<file path="config.mk">
export PLATFORM = sky130hd
export DESIGN_NAME = sp_ram_param
export DESIGN_NICKNAME = d
export VERILOG_FILES = /design/src/rtl/sp_ram_pkg.sv /design/src/rtl/sp_ram_array.sv /design/src/rtl/sp_ram_param.sv
export SDC_FILE = /design/constraint.sdc
export NUM_CORES = 1
export LEC_CHECK = 0
export CAP_MARGIN = 25
export CORE_UTILIZATION = 55
export CTS_CLUSTER_SIZE = 8
export DETAILED_ROUTE_END_ITERATION = 12
export MAX_ROUTING_LAYER = met4
export PLACE_DENSITY = 0.75
export SLEW_MARGIN = 15
export SYNTH_ARGS = -nofsm -noshare
export SYNTH_HDL_FRONTEND = slang
export SYNTH_SLANG_ARGS = --single-unit
</file>
<file path="constraint.sdc">
create_clock -name clk -period 2.4 [get_ports clk]
set_input_delay 0.24 -clock clk [delete_from_list [all_inputs] [get_ports clk]]
set_output_delay 0.24 -clock clk [all_outputs]
set_load 0.05 [all_outputs]
</file>
<file path="src/rtl/sp_ram_pkg.sv">
// Shared types and derived constants for the parametrised single-port RAM.
package sp_ram_pkg;

   typedef enum logic {
      ST_INIT  = 1'b0,
      ST_READY = 1'b1
   } state_e;

   // Number of byte lanes in a data word.
   function automatic int unsigned be_w(input int unsigned data_w);
      return data_w / 8;
   endfunction

   // Read latency in cycles from accept edge to response.
   function automatic int unsigned rd_lat(input int unsigned out_reg);
      return 1 + out_reg;
   endfunction

endpackage

</file>
<file path="src/rtl/sp_ram_array.sv">
// Storage array: byte-masked write, registered read, no reset on contents.
module sp_ram_array
   import sp_ram_pkg::*;
#(
   parameter int unsigned DATA_W = 8,
   parameter int unsigned DEPTH  = 32,
   parameter int unsigned IDX_W  = 5
) (
   input  logic                      clk,
   input  logic                      we,
   input  logic [be_w(DATA_W)-1:0]   be,
   input  logic [IDX_W-1:0]          addr,
   input  logic [DATA_W-1:0]         wdata,
   output logic [DATA_W-1:0]         rdata
);

   localparam int unsigned BE_W = be_w(DATA_W);

   logic [DATA_W-1:0] mem_q [DEPTH];
   logic [DATA_W-1:0] rdata_q;

   always_ff @(posedge clk) begin
      if (we) begin
         for (int i = 0; i < BE_W; i++) begin
            if (be[i]) begin
               mem_q[addr][8*i +: 8] <= wdata[8*i +: 8];
            end
         end
      end
      rdata_q <= mem_q[addr];
   end

   assign rdata = rdata_q;

endmodule

</file>
<file path="src/rtl/sp_ram_param.sv">
// Single-port RAM with valid/ready requests, byte enables, post-reset clear
// sequence and configurable read latency (1 or 2 cycles).
module sp_ram_param
   import sp_ram_pkg::*;
#(
   parameter int unsigned       DATA_W   = 8,
   parameter int unsigned       ADDR_W   = 5,
   parameter int unsigned       DEPTH    = 32,
   parameter int unsigned       OUT_REG  = 0,
   parameter logic [DATA_W-1:0] INIT_VAL = '0
) (
   input  logic                    clk,
   input  logic                    reset,
   input  logic                    req_valid,
   output logic                    req_ready,
   input  logic                    req_we,
   input  logic [be_w(DATA_W)-1:0] req_be,
   input  logic [ADDR_W-1:0]       req_addr,
   input  logic [DATA_W-1:0]       req_wdata,
   output logic                    rsp_valid,
   output logic [DATA_W-1:0]       rsp_rdata,
   output logic                    rsp_err,
   output logic                    init_done
);

   localparam int unsigned BE_W   = be_w(DATA_W);
   localparam int unsigned CNT_W  = ADDR_W + 1;
   localparam int unsigned RD_LAT = rd_lat(OUT_REG);
   localparam int unsigned IDX_W  = (DEPTH > 1) ? $clog2(DEPTH) : 1;
   localparam logic [CNT_W-1:0] DEPTH_C  = CNT_W'(DEPTH);
   localparam logic [CNT_W-1:0] LAST_IDX = CNT_W'(DEPTH - 1);

   state_e             state_q, state_d;
   logic [CNT_W-1:0]   cnt_q, cnt_d;
   logic               req_ready_q, req_ready_d;
   logic               init_done_q, init_done_d;
   logic               rd_vld1_q, rd_vld1_d;
   logic               rd_err1_q, rd_err1_d;

   logic               accept;
   logic               in_range;
   logic               arr_we;
   logic [BE_W-1:0]    arr_be;
   logic [IDX_W-1:0]   arr_addr;
   logic [DATA_W-1:0]  arr_wdata;
   logic [DATA_W-1:0]  arr_rdata;
   logic [DATA_W-1:0]  rd_data_c;

   // FSM, clear counter, range check and first response stage.
   always_comb begin
      state_d   = state_q;
      cnt_d     = cnt_q;
      accept    = req_valid & req_ready_q & reset;
      in_range  = {1'b0, req_addr} < DEPTH_C;
      arr_we    = 1'b0;
      arr_be    = req_be;
      arr_addr  = in_range ? IDX_W'(req_addr) : '0;
      arr_wdata = req_wdata;
      rd_vld1_d = 1'b0;
      rd_err1_d = 1'b0;

      case (state_q)
         ST_INIT: begin
            arr_we    = 1'b1;
            arr_be    = '1;
            arr_addr  = IDX_W'(cnt_q);
            arr_wdata = INIT_VAL;
            cnt_d     = cnt_q + 1'b1;
            if (cnt_q == LAST_IDX) begin
               state_d = ST_READY;
            end
         end
         ST_READY: begin
            arr_we    = accept & req_we & in_range;
            rd_vld1_d = accept & ~req_we;
            rd_err1_d = accept & ~req_we & ~in_range;
         end
         default: state_d = ST_INIT;
      endcase

      if (!reset) begin
         state_d   = ST_INIT;
         cnt_d     = '0;
         arr_we    = 1'b0;
         rd_vld1_d = 1'b0;
         rd_err1_d = 1'b0;
      end

      req_ready_d = reset & (state_d == ST_READY);
      init_done_d = reset & (state_d == ST_READY);
   end

   always_ff @(posedge clk) begin
      state_q     <= state_d;
      cnt_q       <= cnt_d;
      req_ready_q <= req_ready_d;
      init_done_q <= init_done_d;
      rd_vld1_q   <= rd_vld1_d;
      rd_err1_q   <= rd_err1_d;
   end

   sp_ram_array #(
      .DATA_W (DATA_W),
      .DEPTH  (DEPTH),
      .IDX_W  (IDX_W)
   ) u_array (
      .clk   (clk),
      .we    (arr_we),
      .be    (arr_be),
      .addr  (arr_addr),
      .wdata (arr_wdata),
      .rdata (arr_rdata)
   );

   // Out-of-range reads return zero regardless of array contents.
   assign rd_data_c = rd_err1_q ? '0 : arr_rdata;

   assign req_ready = req_ready_q;
   assign init_done = init_done_q;

   if (RD_LAT == 1) begin : g_lat1
      logic [DATA_W-1:0] hold_q, hold_d;

      // Array output is shown while valid, otherwise the last delivered word.
      always_comb begin
         hold_d = hold_q;
         if (rd_vld1_q) begin
            hold_d = rd_data_c;
         end
         if (!reset) begin
            hold_d = '0;
         end
      end

      always_ff @(posedge clk) begin
         hold_q <= hold_d;
      end

      assign rsp_valid = rd_vld1_q;
      assign rsp_err   = rd_err1_q;
      assign rsp_rdata = rd_vld1_q ? rd_data_c : hold_q;
   end else begin : g_lat2
      logic              rsp_valid_q, rsp_valid_d;
      logic              rsp_err_q, rsp_err_d;
      logic [DATA_W-1:0] rsp_rdata_q, rsp_rdata_d;

      always_comb begin
         rsp_valid_d = rd_vld1_q;
         rsp_err_d   = rd_err1_q;
         rsp_rdata_d = rsp_rdata_q;
         if (rd_vld1_q) begin
            rsp_rdata_d = rd_data_c;
         end
         if (!reset) begin
            rsp_valid_d = 1'b0;
            rsp_err_d   = 1'b0;
            rsp_rdata_d = '0;
         end
      end

      always_ff @(posedge clk) begin
         rsp_valid_q <= rsp_valid_d;
         rsp_err_q   <= rsp_err_d;
         rsp_rdata_q <= rsp_rdata_d;
      end

      assign rsp_valid = rsp_valid_q;
      assign rsp_err   = rsp_err_q;
      assign rsp_rdata = rsp_rdata_q;
   end

endmodule

</file>
---- After elaboration in Yosys (flattened, before gate mapping) ----
Memories as Yosys holds them, arrays and structs flattened. A register that Yosys moved wholly into a read port is not among the register bits.
Cells that the tools add are included.
word-level totals
  output and inout bits ................... 12
  word-level logic and storage cells ...... 28
  memories ................................ 1
  register bits after elaboration ......... 17
  memory bits (writable) .................. 256
  memory bits (read-only) ................. 0
  bits in latches ......................... 0
memory list
  name           words  bits a word  read ports  clocked after memory_dff  write ports  RTL line            text
  u_array.mem_q  32     8            1           1                         1            sp_ram_array.sv:19  logic [DATA_W-1:0] mem_q [DEPTH];
cells by class
  bitwise operators ....................... 7
  divide/modulo/power cells ............... 0
  multipliers ............................. 0
  equality and inequality tests ........... 1
  add/sub/neg operators ................... 1
  shift operators ......................... 0
  $lt $le $gt $ge ......................... 0
  reductions and logical operators ........ 1
  mux-type cells .......................... 12
operators with widths
  cell                                                 count
  two-way mux 8 bit                                    2
  two-way mux 1 bit                                    8
  adder 6 x 1 -> 6 bit, second input constant          1
  equality test 6 x 5 -> 1 bit, second input constant  1
  bitwise AND 1 bit                                    5
  two-way mux 5 bit                                    1
  NOT 1 bit                                            2
  case mux 1 bit (2 select lines)                      1
  AND reduction 2 bit                                  1

---- Logic depth before layout (Yosys ltp) ----
  depth in word-level cells ............... 7
  depth in mapped cells ................... 8
  mapped depth without buffers ............ 5

---- Hierarchy ----
From an unflattened synthesis, not the netlist that was laid out.
unflattened totals
  cell total of the unflattened synthesis .. 655
  area, all modules ....................... 11005.6 um2
by module, submodules not included
  module        area each (um2)  times used  sequential area each (um2)  cells an instance
  sp_ram_array  10211.0          1           7847.5                      578
  sp_ram_param  794.5            1           320.3                       77

---- Worst setup path after synthesis ----
No wires, ideal clock.
  kind .................................... register -> register
  from .................................... reg init_done (netlist name)
  to ...................................... reg u_array.rdata_q[6] (netlist: u_array.rdata[6]), read port of u_array.mem_q
  data arrival time ....................... 2.566 ns
  stages on the path, launching flop included .. 7
  setup slack ............................. -0.300 ns
  data required time ...................... 2.266 ns
  setup time .............................. 0.134 ns
  cell sequence ........................... dfxtp_1 -> mux2_2 -> buf_6 -> o21ai_1 -> o22ai_1 -> or4_1 -> or4_1
RTL lines
  what           RTL line            text
  end, declared  sp_ram_array.sv:20  logic [DATA_W-1:0] rdata_q;

==> flow_metrics.py <==
metrics = {
    "worst_setup_path": {
        "r2r_start": "init_done",
        "timing.rr.end": "u_array.rdata[1]",
        "reg2reg_depth": 8,
        "cp.required_ns": 2.79,
        "end_kind": "flop",
        "path_max_fanout": 7,
        "cp-start-kind": "flop",
        "rrSetupSlack_ns": -0.14,
        "path_class": "reg2reg",
        "cp.arrival_ns": 2.93,
    },
    "hold_path": {
        "hold_class": "in2reg",
        "min_path_cells": 2,
        "holdCritStartpoint": "req_valid",
        "min_to": "rsp_valid",
    },
    "synthesis": {
        "synth.top_cell.area_share": 0.700,
        "synth_cells": 701,
        "syn-mean-instance-area_sq_um": 15.7,
        "synth_flop_cell": "edfxtp_1",
        "syn-cell-area_sq_mm": 0.0110,
        "synth.top_cells.by_area": "edfxtp_1 (70%), mux2i_1 (6.5%), dfxtp_1 (4.4%), a22oi_1 (2.2%), nand2_1 (1.9%)",
        "synth_most_common_cell": "edfxtp_1",
        "synth_common_cells": "edfxtp_1 (256), mux2i_1 (71), nand2_1 (55)",
        "yosysTopAreaCell": "edfxtp_1",
        "yosys_warnings": 0,
        "synth_seq_cells": 280,
        "synth.distinct_cells": 48,
        "synth-edff-count": 256,
        "synthArstFlopShare": 0,
        "synth_seq_area_share": 0.744,
        "synthesis.nets": 720,
    },
    "timing": {
        "period_share": 1.06,
        "finalMaxSlewViolations": 0,
        "period_needed_ns": 2.54,
        "worst_pin_slew_ns": 0.880,
        "timing.final.ws_setup_ns": -0.140,
        "finalSetupViolations": 7,
        "fmax_mhz": 394,
        "relSlewSlack": 0.405,
        "rsz0062_at_grt": "true",
        "finClkSkew_ns": 0.0193,
        "hold_violations": 0,
    },
    "run_status": {
        "status": "finished with violations",
        "violations": "setup timing",
    },
    "floorplan": {
        "die_y_microns": 143,
        "die-area_sq_mm": 0.0205,
        "start_util": 0.563,
        "row_count": 51,
        "ios": 30,
        "dieWidth_microns": 143,
        "core_region_area_sq_mm": 0.0195,
    },
    "grt": {
        "grt_pass1_vias": 6938,
        "antenna_found_initial": 1,
        "grt_first_pass_wirelength_microns": 41400,
        "overflow": 0,
        "grt_max_degree": 33,
        "grt_usage": 0.289,
    },
    "clock_network": {
        "cts_root_buf": "clkbuf_16",
        "cts_buffers": 40,
        "hold_buffers": 0,
        "clockBufferDepth": 3,
        "htreeDepth": 2,
        "cts_sinks": 280,
        "cts_tree": "done",
        "clk_pin_slew_ns": 0.05,
        "clk_latency_ns": 0.52,
    },
    "placed_design": {
        "place_hpwl_microns": 17600,
        "pre_cts_slack_ns": -0.481,
        "place_congestion": 0.954,
        "post_dp_cell_area_sq_mm": 0.0124,
        "io_buffers": 28,
    },
    "flow_run": {
        "drv_cap": 0,
    },
    "layout": {
        "postLayoutCellArea_sq_mm": 0.0139,
        "utilization": 0.714,
        "area_growth_pct": 27.0,
        "nets": 891,
        "drive_gt1_frac": 0.260,
    },
    "pwr": {
        "irDropWorstVdd_uv": 707,
        "p_leak_nw": 5.06,
        "p_per_area_mw_per_mm2": 780,
        "finalPower_mw": 10.9,
    },
    "route": {
        "drcViolationCount": 0,
        "wl_per_cell_microns": 23.8,
        "wl_microns": 27600,
        "vias": 6939,
        "vias_per_cell": 5.97,
        "ant_nets": 0,
        "drt_first_iter_violations": 803,
        "drt_pass1_iterations": 7,
    },
}
area by class of cell:
type | instances | area, sq um
repair buffers | 160 | 1460
clock buffers | 65 | 1090
diodes | 1 | 2.50
inverters | 3 | 11.3
fillers | 1270 | 5580
well taps | 265 | 332
flip-flops and latches | 280 | 8170
multi-input cells | 387 | 2850
clock inverters | 2 | 25.0
worst max-delay path by stage:
stage,from,end,depth (start not counted)
after floorplan,init_done,u_array.rdata[7],6
after global placement,req_addr[4],u_array.rdata[5],8
after detailed placement,req_addr[4],u_array.rdata[7],7
after CTS,init_done,u_array.rdata[7],7
after global routing,init_done,u_array.rdata[5],7
final,init_done,u_array.rdata[1],8
critical path, cell delays in order (launching register included):
cell and delay [ns]:
dfxtp_4 0.37, mux2_4 0.34, buf_12 0.15, buf_16 0.15
buf_12 0.13, mux2i_1 0.15, o22ai_1 0.09, or4_1 0.54
or4_1 0.49
cell families after synthesis:
| kind of cell | share of synthesized area |
|---|---|
| other | 0.000341 |
| AO/OA/AOI/OAI | 0.0744 |
| AND/OR/NAND/NOR | 0.0817 |
| flip-flops | 0.744 |
| buffers and inverters | 0.0164 |
| multiplexers | 0.0786 |
| adder cells (fa/ha/maj) | 0.00114 |
| XOR/XNOR | 0.00399 |
metal layers:
metal  share of wire  global-route usage  vias up
li1                -                   -     3093
met4           0.032               0.115        0
met5               0                   -        -
met1            0.42               0.390     3418
met3           0.084              0.0533       71
met2            0.46               0.437      357
cells in the final DEF (no fill, tap or decap), types with 13 or more instances in the layout:
master           instances
a21oi_1                 39
a22oi_1                 32
and2_1                  21
buf_4                  113
clkbuf_1                25
clkbuf_16               41
clkdlybuf4s50_1         20
dfxtp_1                 23
edfxtp_1               256
mux2i_1                 56
nand2_1                 55
nor2_1                  36
o22ai_1                 28
or4_1                   13
metrics by stage:
stage | std cells | hold WS [ns] | TNS, ns
after floorplan | 701 | 0.362 | 0
after global placement | 1080 | 0.565 | -34.46
after detailed placement | 1080 | 0.574 | -34.05
after CTS | 1161 | 0.372 | -0.913
after global routing | 1163 | 0.410 | -1.41
final | 1163 | 0.382 | -0.749
sequential cells by signal, indices dropped and copies added (netlist names):
signal         count
u_array.rdata      8
g_lat1.hold_q      8
cnt_q              6
init_done          1
rsp_valid          1
u_array.mem_q    256
power by group:
part           internal [mW]  switching, mW  leakage [nW]
clock                   3.08           1.90         0.534
combinational          0.269          0.286          1.73
sequential              5.31         0.0316          2.79
what timing repair did:
| action | 4_1_cts | 5_1_grt |
|---|---|---|
| setup endpoints to repair | 45 | 113 |
| pin swaps | 11 | 5 |
| gates cloned | 1 | 1 |
| setup buffers | 13 | 1 |
| resized for setup | 33 | 28 |
No activity file was read; power rests on OpenSTA's default activity.
